$ cat config.mk
export PLATFORM = sky130hd
export DESIGN_NAME = midi_note_parser
export DESIGN_NICKNAME = d
export VERILOG_FILES = /design/src/rtl/midi_note_parser.sv
export SDC_FILE = /design/constraint.sdc
export NUM_CORES = 1
export LEC_CHECK = 0
export ABC_AREA = 1
export BUFFER_PORTS_ARGS = -buffer_cell sky130_fd_sc_hd__buf_2
export CORE_MARGIN = 4
export CORE_UTILIZATION = 25
export DETAILED_ROUTE_END_ITERATION = 7
export GPL_TIMING_DRIVEN = 0
export SETUP_SLACK_MARGIN = 0.3
export SLEW_MARGIN = 20
export SYNTH_ARGS = -nofsm -noshare
export SYNTH_HDL_FRONTEND = slang
export SYNTH_SLANG_ARGS = --single-unit
$ cat constraint.sdc
create_clock -name clk -period 1.2 [get_ports clk]
set_input_delay 0.12 -clock clk [delete_from_list [all_inputs] [get_ports clk]]
set_output_delay 0.12 -clock clk [all_outputs]
set_load 0.05 [all_outputs]
$ cat src/rtl/midi_note_parser.sv
// Monophonic MIDI note parser: status/running-status tracking and
// Note On/Off decode for one channel, driving note, velocity and gate.
module midi_note_parser #(
  parameter logic [3:0] CHANNEL    = 4'd0,
  parameter logic       OMNI       = 1'b0,
  parameter logic [6:0] RESET_NOTE = 7'd69
) (
  input  logic       clk,
  input  logic       rst_n,
  input  logic [7:0] rx_byte,
  input  logic       rx_valid,
  output logic [6:0] midi_note,
  output logic [6:0] velocity,
  output logic       gate,
  output logic       note_strobe,
  output logic       parse_error
);

  typedef enum logic [1:0] {
    IDLE    = 2'd0,
    WAIT_D1 = 2'd1,
    WAIT_D2 = 2'd2
  } state_t;

  state_t     state, state_n;
  logic [7:0] status, status_n;
  logic [6:0] d1, d1_n;
  logic [6:0] note_n, vel_n;
  logic       gate_n, strobe_n, err_n;

  logic is_rt, is_sys, is_chan, is_data;
  logic ch_ok, is_on, is_off;

  assign is_rt   = &rx_byte[7:3];
  assign is_sys  = (rx_byte[7:4] == 4'hF) && !rx_byte[3];
  assign is_chan = rx_byte[7] && (rx_byte[7:4] != 4'hF);
  assign is_data = !rx_byte[7];

  assign ch_ok  = OMNI || (status[3:0] == CHANNEL);
  assign is_on  = ch_ok && (status[7:4] == 4'h9)
                  && (rx_byte[6:0] != 7'd0);
  assign is_off = ch_ok && ((status[7:4] == 4'h8)
                  || ((status[7:4] == 4'h9)
                  && (rx_byte[6:0] == 7'd0)));

  always_ff @(posedge clk) begin
    if (!rst_n) begin
      state       <= IDLE;
      status      <= 8'd0;
      d1          <= 7'd0;
      midi_note   <= RESET_NOTE;
      velocity    <= 7'd0;
      gate        <= 1'b0;
      note_strobe <= 1'b0;
      parse_error <= 1'b0;
    end else begin
      state       <= state_n;
      status      <= status_n;
      d1          <= d1_n;
      midi_note   <= note_n;
      velocity    <= vel_n;
      gate        <= gate_n;
      note_strobe <= strobe_n;
      parse_error <= err_n;
    end
  end

  always_comb begin
    state_n  = state;
    status_n = status;
    d1_n     = d1;
    note_n   = midi_note;
    vel_n    = velocity;
    gate_n   = gate;
    strobe_n = 1'b0;
    err_n    = 1'b0;
    if (rx_valid) begin
      unique case (1'b1)
        is_rt: begin
        end
        is_sys: begin
          status_n = 8'd0;
          state_n  = IDLE;
        end
        is_chan: begin
          status_n = rx_byte;
          state_n  = WAIT_D1;
        end
        is_data: begin
          unique case (state)
            IDLE: err_n = 1'b1;
            WAIT_D1: begin
              d1_n = rx_byte[6:0];
              // Program change / channel pressure end after one byte
              if (status[7:5] != 3'b110)
                state_n = WAIT_D2;
            end
            WAIT_D2: begin
              state_n = WAIT_D1;
              if (is_on) begin
                note_n   = d1;
                vel_n    = rx_byte[6:0];
                gate_n   = 1'b1;
                strobe_n = 1'b1;
              end else if (is_off && gate && (d1 == midi_note)) begin
                gate_n = 1'b0;
              end
            end
            default: state_n = IDLE;
          endcase
        end
        default: begin
        end
      endcase
    end
  end

endmodule

After elaboration in Yosys (flattened, before gate mapping):

Cells that the tools add are included.

* equal/unequal tests: 10
* multiplexer cells: 9
* bitwise operators: 4
* reduce and logical (&&, ||, !) cells: 25

Operator list (count)
* $pmux 8 s2: 1
* $eq 4x4->1 const B: 3
* $pmux 2 s3: 2
* $reduce_and 4->1: 3
* $logic_and 1x1->1: 8
* $ne 4x4->1 const B: 2
* $eq 7x7->1: 1
* $logic_not 7->1: 1
* $reduce_bool 7->1: 1
* $ne 3x3->1 const B: 2
* $logic_not 4->1: 1
* $mux 1: 4
* $mux 2: 2
* $not 1->1: 4
* $reduce_bool 2->1: 2
* $reduce_or 4->1: 1
* $reduce_and 3->1: 1
* $reduce_bool 3->1: 1
* $reduce_or 3->1: 1
* $eq 2x1->1 const B: 1
* $eq 2x2->1 const B: 1
* $logic_not 1->1: 2
* $logic_not 2->1: 1
* $reduce_and 2->1: 1
* $logic_or 1x1->1: 1

* flip-flop bits (word level): 34
* bits of input ports: 11
* output and inout bits: 17
* logic and storage cells: 56

Depth between registers and ports, before layout:

* depth in word-level cells: 8
* mapped depth: 10

Worst setup path before layout:

No wires, ideal clock.

* path kind: reg2reg
* start point: reg midi_note[5]
* end point: reg gate
* library setup time: 114 ps
* arrival time: 1234 ps
* data required time: 1086 ps
* slack: -149 ps
* cell stages (with the launch flop): 10
* path buffers: 0
* clock period less this slack: 1349 ps
* path through: dfxtp_1 > inv_1 > nand2_1 > nand2_1 > nor2_1 > nand2_1 > nor2_1 > nand3_1 > nand2_1 > nor2_1

* cells in the longest elaborated chain, start to end: 4

Ends and longest elaborated chain
* start, declared: line 12 `output logic [6:0] midi_note,`
* start signal, assigned: line 60 `midi_note <= note_n;`
* $eq 7x7->1: line 105 `end else if (is_off && gate && (d1 == midi_note)) begin`
* $logic_and 1x1->1: line 105
* $reduce_bool 2->1 (no source line)
* $reduce_and 4->1 (no source line)
* end signal, assigned: line 62 `gate <= gate_n;`
* end, declared: line 14 `output logic gate,`

No other way between the ends.
A chain may end at the register's enable or synchronous reset.

Final worst setup path:

* start point: reg state[1]
* end point: reg velocity[3]

* cells in the longest elaborated chain, start to end: 2

Ends and longest elaborated chain
* start, declared: line 25 `state_t state, state_n;`
* start signal, assigned: line 57 `state <= state_n;`
* $eq 2x2->1: line 90 `unique case (state)`
* $reduce_and 4->1 (no source line)
* end signal, assigned: line 61 `velocity <= vel_n;`
* end, declared: line 13 `output logic [6:0] velocity,`

No other way between the ends.

==> key figures <==
Place
  • Post-placement cell area: 0.00178 mm2
  • Port Buf Inserts: 27
  • HPWL after DPL: 2700 um
  • Placed cells: 335
  • Placer Congestion: 0.822

Floorplanning
  • Chip height: 86.3 um
  • Die width: 86.3 um
  • Row count: 28
  • I/O Pins: 28
  • Die ar.: 0.00744 mm2
  • Initial Util: 25.9%
  • Core footprint: 0.00592 mm2

Final layout
  • Finished Core Util: 36.6%
  • Area growth, synth to finish: 41.5%
  • Register Area: 719 um2
  • # nets final: 286
  • Ant diodes: 0
  • Layout Cells excl Fill: 351
  • Share of cells above drive strength 1: 32.2%
  • Fin area: 0.00217 mm2
  • Fill count: 616
  • Area of the multi-input gates: 728 um2

Route
  • Drc violations: 0
  • Via/cell ratio: 4.24
  • DRT Wirelength: 3740 um
  • Number of routed nets with antenna violations: 0
  • Drt pass-1 iters: 4
  • DR vias: 1487
  • DR iter-0 viols: 52
  • WL/cell: 10.7 um

Timing
  • Worst hold slack: 0.115 ns
  • Final worst slack: -0.0829 ns
  • RSZ-0062 raised after global routing: yes
  • Final setup fails: 16
  • Worst-margin pin slew: 0.477 ns
  • Final Hold Vio Count: 0
  • Pins Over Slew Limit: 0
  • Tmin final: 1.28 ns
  • Slew margin rel.: 68.2%
  • Layout Skew: 0.00711 ns
  • Tcrit/Tclk final: 107%
  • Max Fclk: 779 MHz

Clocking
  • CTS tree: built
  • CTS H-Tree Depth: 2
  • Cts hold-fix bufs: 0
  • Root Driver: clkbuf_8
  • Clock Latency Late Sink: 0.28 ns
  • Max clock buf depth: 2
  • CTS Buf Count: 5
  • Clock transition at path regs: 0.07 ns
  • Clock sink count: 34

Global routing
  • Met3 usage: 3.90%
  • Busiest grt layer: met2
  • First-pass GRT wire length: 6180 um
  • Initial antenna violation count: 0
  • Met2 global-route usage: 18.7%
  • GRT Resource Usage Total: 10.6%
  • Largest net degree at the start of global routing: 11
  • Number of global-route vias before repair: 1369
  • Congestion Overflow GR: 0
  • Met1 usage: 11.6%

Setup path
  • Crit path arrival time: 1.46 ns
  • Critical Path Max Stage Delay: 0.37 ns
  • FF-to-FF path depth: 8
  • Crit path max fanout: 10
  • Top delay family on crit path: simple AND/OR/NAND/NOR gates
  • Cell count along the critical path: 8
  • CP Data Required Time: 1.37 ns
  • CP Cell Sequence: inv_2 -> nor2_4 -> nand3_2 -> nor2_4 -> nand2_4 -> buf_6 -> nor2_1 -> nor2_1
  • Critical path launch point type: register
  • CP bufs+invs: 2
  • Setup CP Type: reg2reg
  • Critical path capture point type: register
  • Crit-path slowest cell: dfxtp_2

Yosys
  • Mapped cell area: 0.00153 mm2
  • Yosys synthesis warning count: 0
  • Register area share after synthesis: 44.4%
  • Post-Syn Nets: 244
  • Synthesis-stage register bit count: 34
  • Syn Area/Cell: 6.57 um2
  • Synth unique cells: 21
  • Cells after synthesis: 233

Run status
  • Status: finished, violations left
  • Failing checks: setup timing

Pwr
  • Max rail drop VDD: 487 uV
  • Total Power: 2.25 mW
  • Pwr Density: 1040 mW/mm2
  • Pleak: 1.04 nW

Job
  • Max-Cap Viols: 0

Worst hold path
  • Worst hold path class: in2reg
  • Hold Crit Depth: 3
==> routing by layer <==
layer	part of all wire (%)	wire length [um]
met1	43	1630
met2	51	1910
met3	4.0	149
met4	1.4	51
met5	0	0
==> cell families (layout without fill, tap and decap cells) <==
kind of cell	Yosys count	count (layout)	share of synthesized area, %
buf+inv	37	80	9.97
compound gates	25	25	8.17
flops	34	34	44.4
simple gates	137	137	37.4
==> final timing paths <==
path,from,end,slack [ns]
worst min-delay path,rx_byte[1],velocity[1]$_SDFFE_PN0P_,0.11
worst min register to register,status[4]$_SDFFE_PN0P_,status[4]$_SDFFE_PN0P_,0.46
worst max register to register,state[1]$_SDFFE_PN0P_,velocity[3]$_SDFFE_PN0P_,-0.08
worst max-delay path,state[1]$_SDFFE_PN0P_,velocity[3]$_SDFFE_PN0P_,-0.08
==> state kept, by name, summed over array words and instances, names as in the netlist <==
signal       cells
velocity         7
gate             1
midi_note        7
state            2
parse_error      1
status           8
d1               7
note_strobe      1
==> through the flow <==
stage	TNS [ns]	worst slack, ns
floorplan	0	0.0280
finish	-0.968	-0.0829
detailed placement	-2.23	-0.171
global route	-2.94	-0.203
global placement	-2.08	-0.132
CTS	-0.705	-0.0590
==> what timing repair did <==
item                       in CTS  in global routing
cloned                          1                  0
setup endpoints to repair      42                 41
pin swaps                       4                  3
buffers inserted                3                  4
gates resized for setup        62                 22
==> Yosys cell counts, drive strengths merged <==
cell type	count	share of area, %
nand4	1	0.41
nand3	10	3.6
nor2	46	12
inv	31	7.6
a21oi	16	5.2
clkinv	1	0.24
buf	4	1.9
nor4	1	0.41
nand2	78	21
dfxtp	34	44
o21ai	9	2.9
nand3b	1	0.49
clkbuf	1	0.24
==> report_power, final <==
group	switching, mW	leakage, nW	internal (mW)	total, mW
combinational	0.134	0.706	0.0725	0.207
clock	0.398	0.0482	0.463	0.861
sequential	0.0261	0.285	1.15	1.18
==> worst min-delay path, delay by kind of cell <==
kind,cells,cell delay [ns]
AND/OR/NAND/NOR,2,0.12
buffers and inverters,1,0.12
==> placed cells by master, fill, tap and decap left out <==
cell type  netlist  layout
a21oi_1         16      16
dfxtp_1         34      13
o21ai_1          0       3
nor2_1          44      40
inv_2            2       3
clkinv_2         0       1
nor2_2           1       3
clkbuf_1         1       2
nand3_1          9       8
buf_2            2      12
nor4_1           1       1
nand2_4          1       1
nand4_1          1       1
buf_4            1       6
buf_8            0      17
clkinv_1         1       1
clkbuf_8         0       6
inv_1           29      26
nand2_1         71      69
o21ai_0          9       6
inv_4            0       2
nand3_2          1       2
nor2_4           1       3
dfxtp_4          0       5
buf_6            1       4
nand2_2          6       8
nand3b_1         1       1
dfxtp_2          0      16
==> layout make-up <==
class | count | share of cell area, %
plain buffers | 5 | 2.14
clock buffers | 7 | 3.98
inverters | 32 | 5.77
repair buffers | 35 | 16.7
clock inverters | 1 | 0.231
well taps | 75 | 4.33
flip-flops and latches | 34 | 33.2
multi-input cells | 162 | 33.6
(Power assumes the default switching activity.)
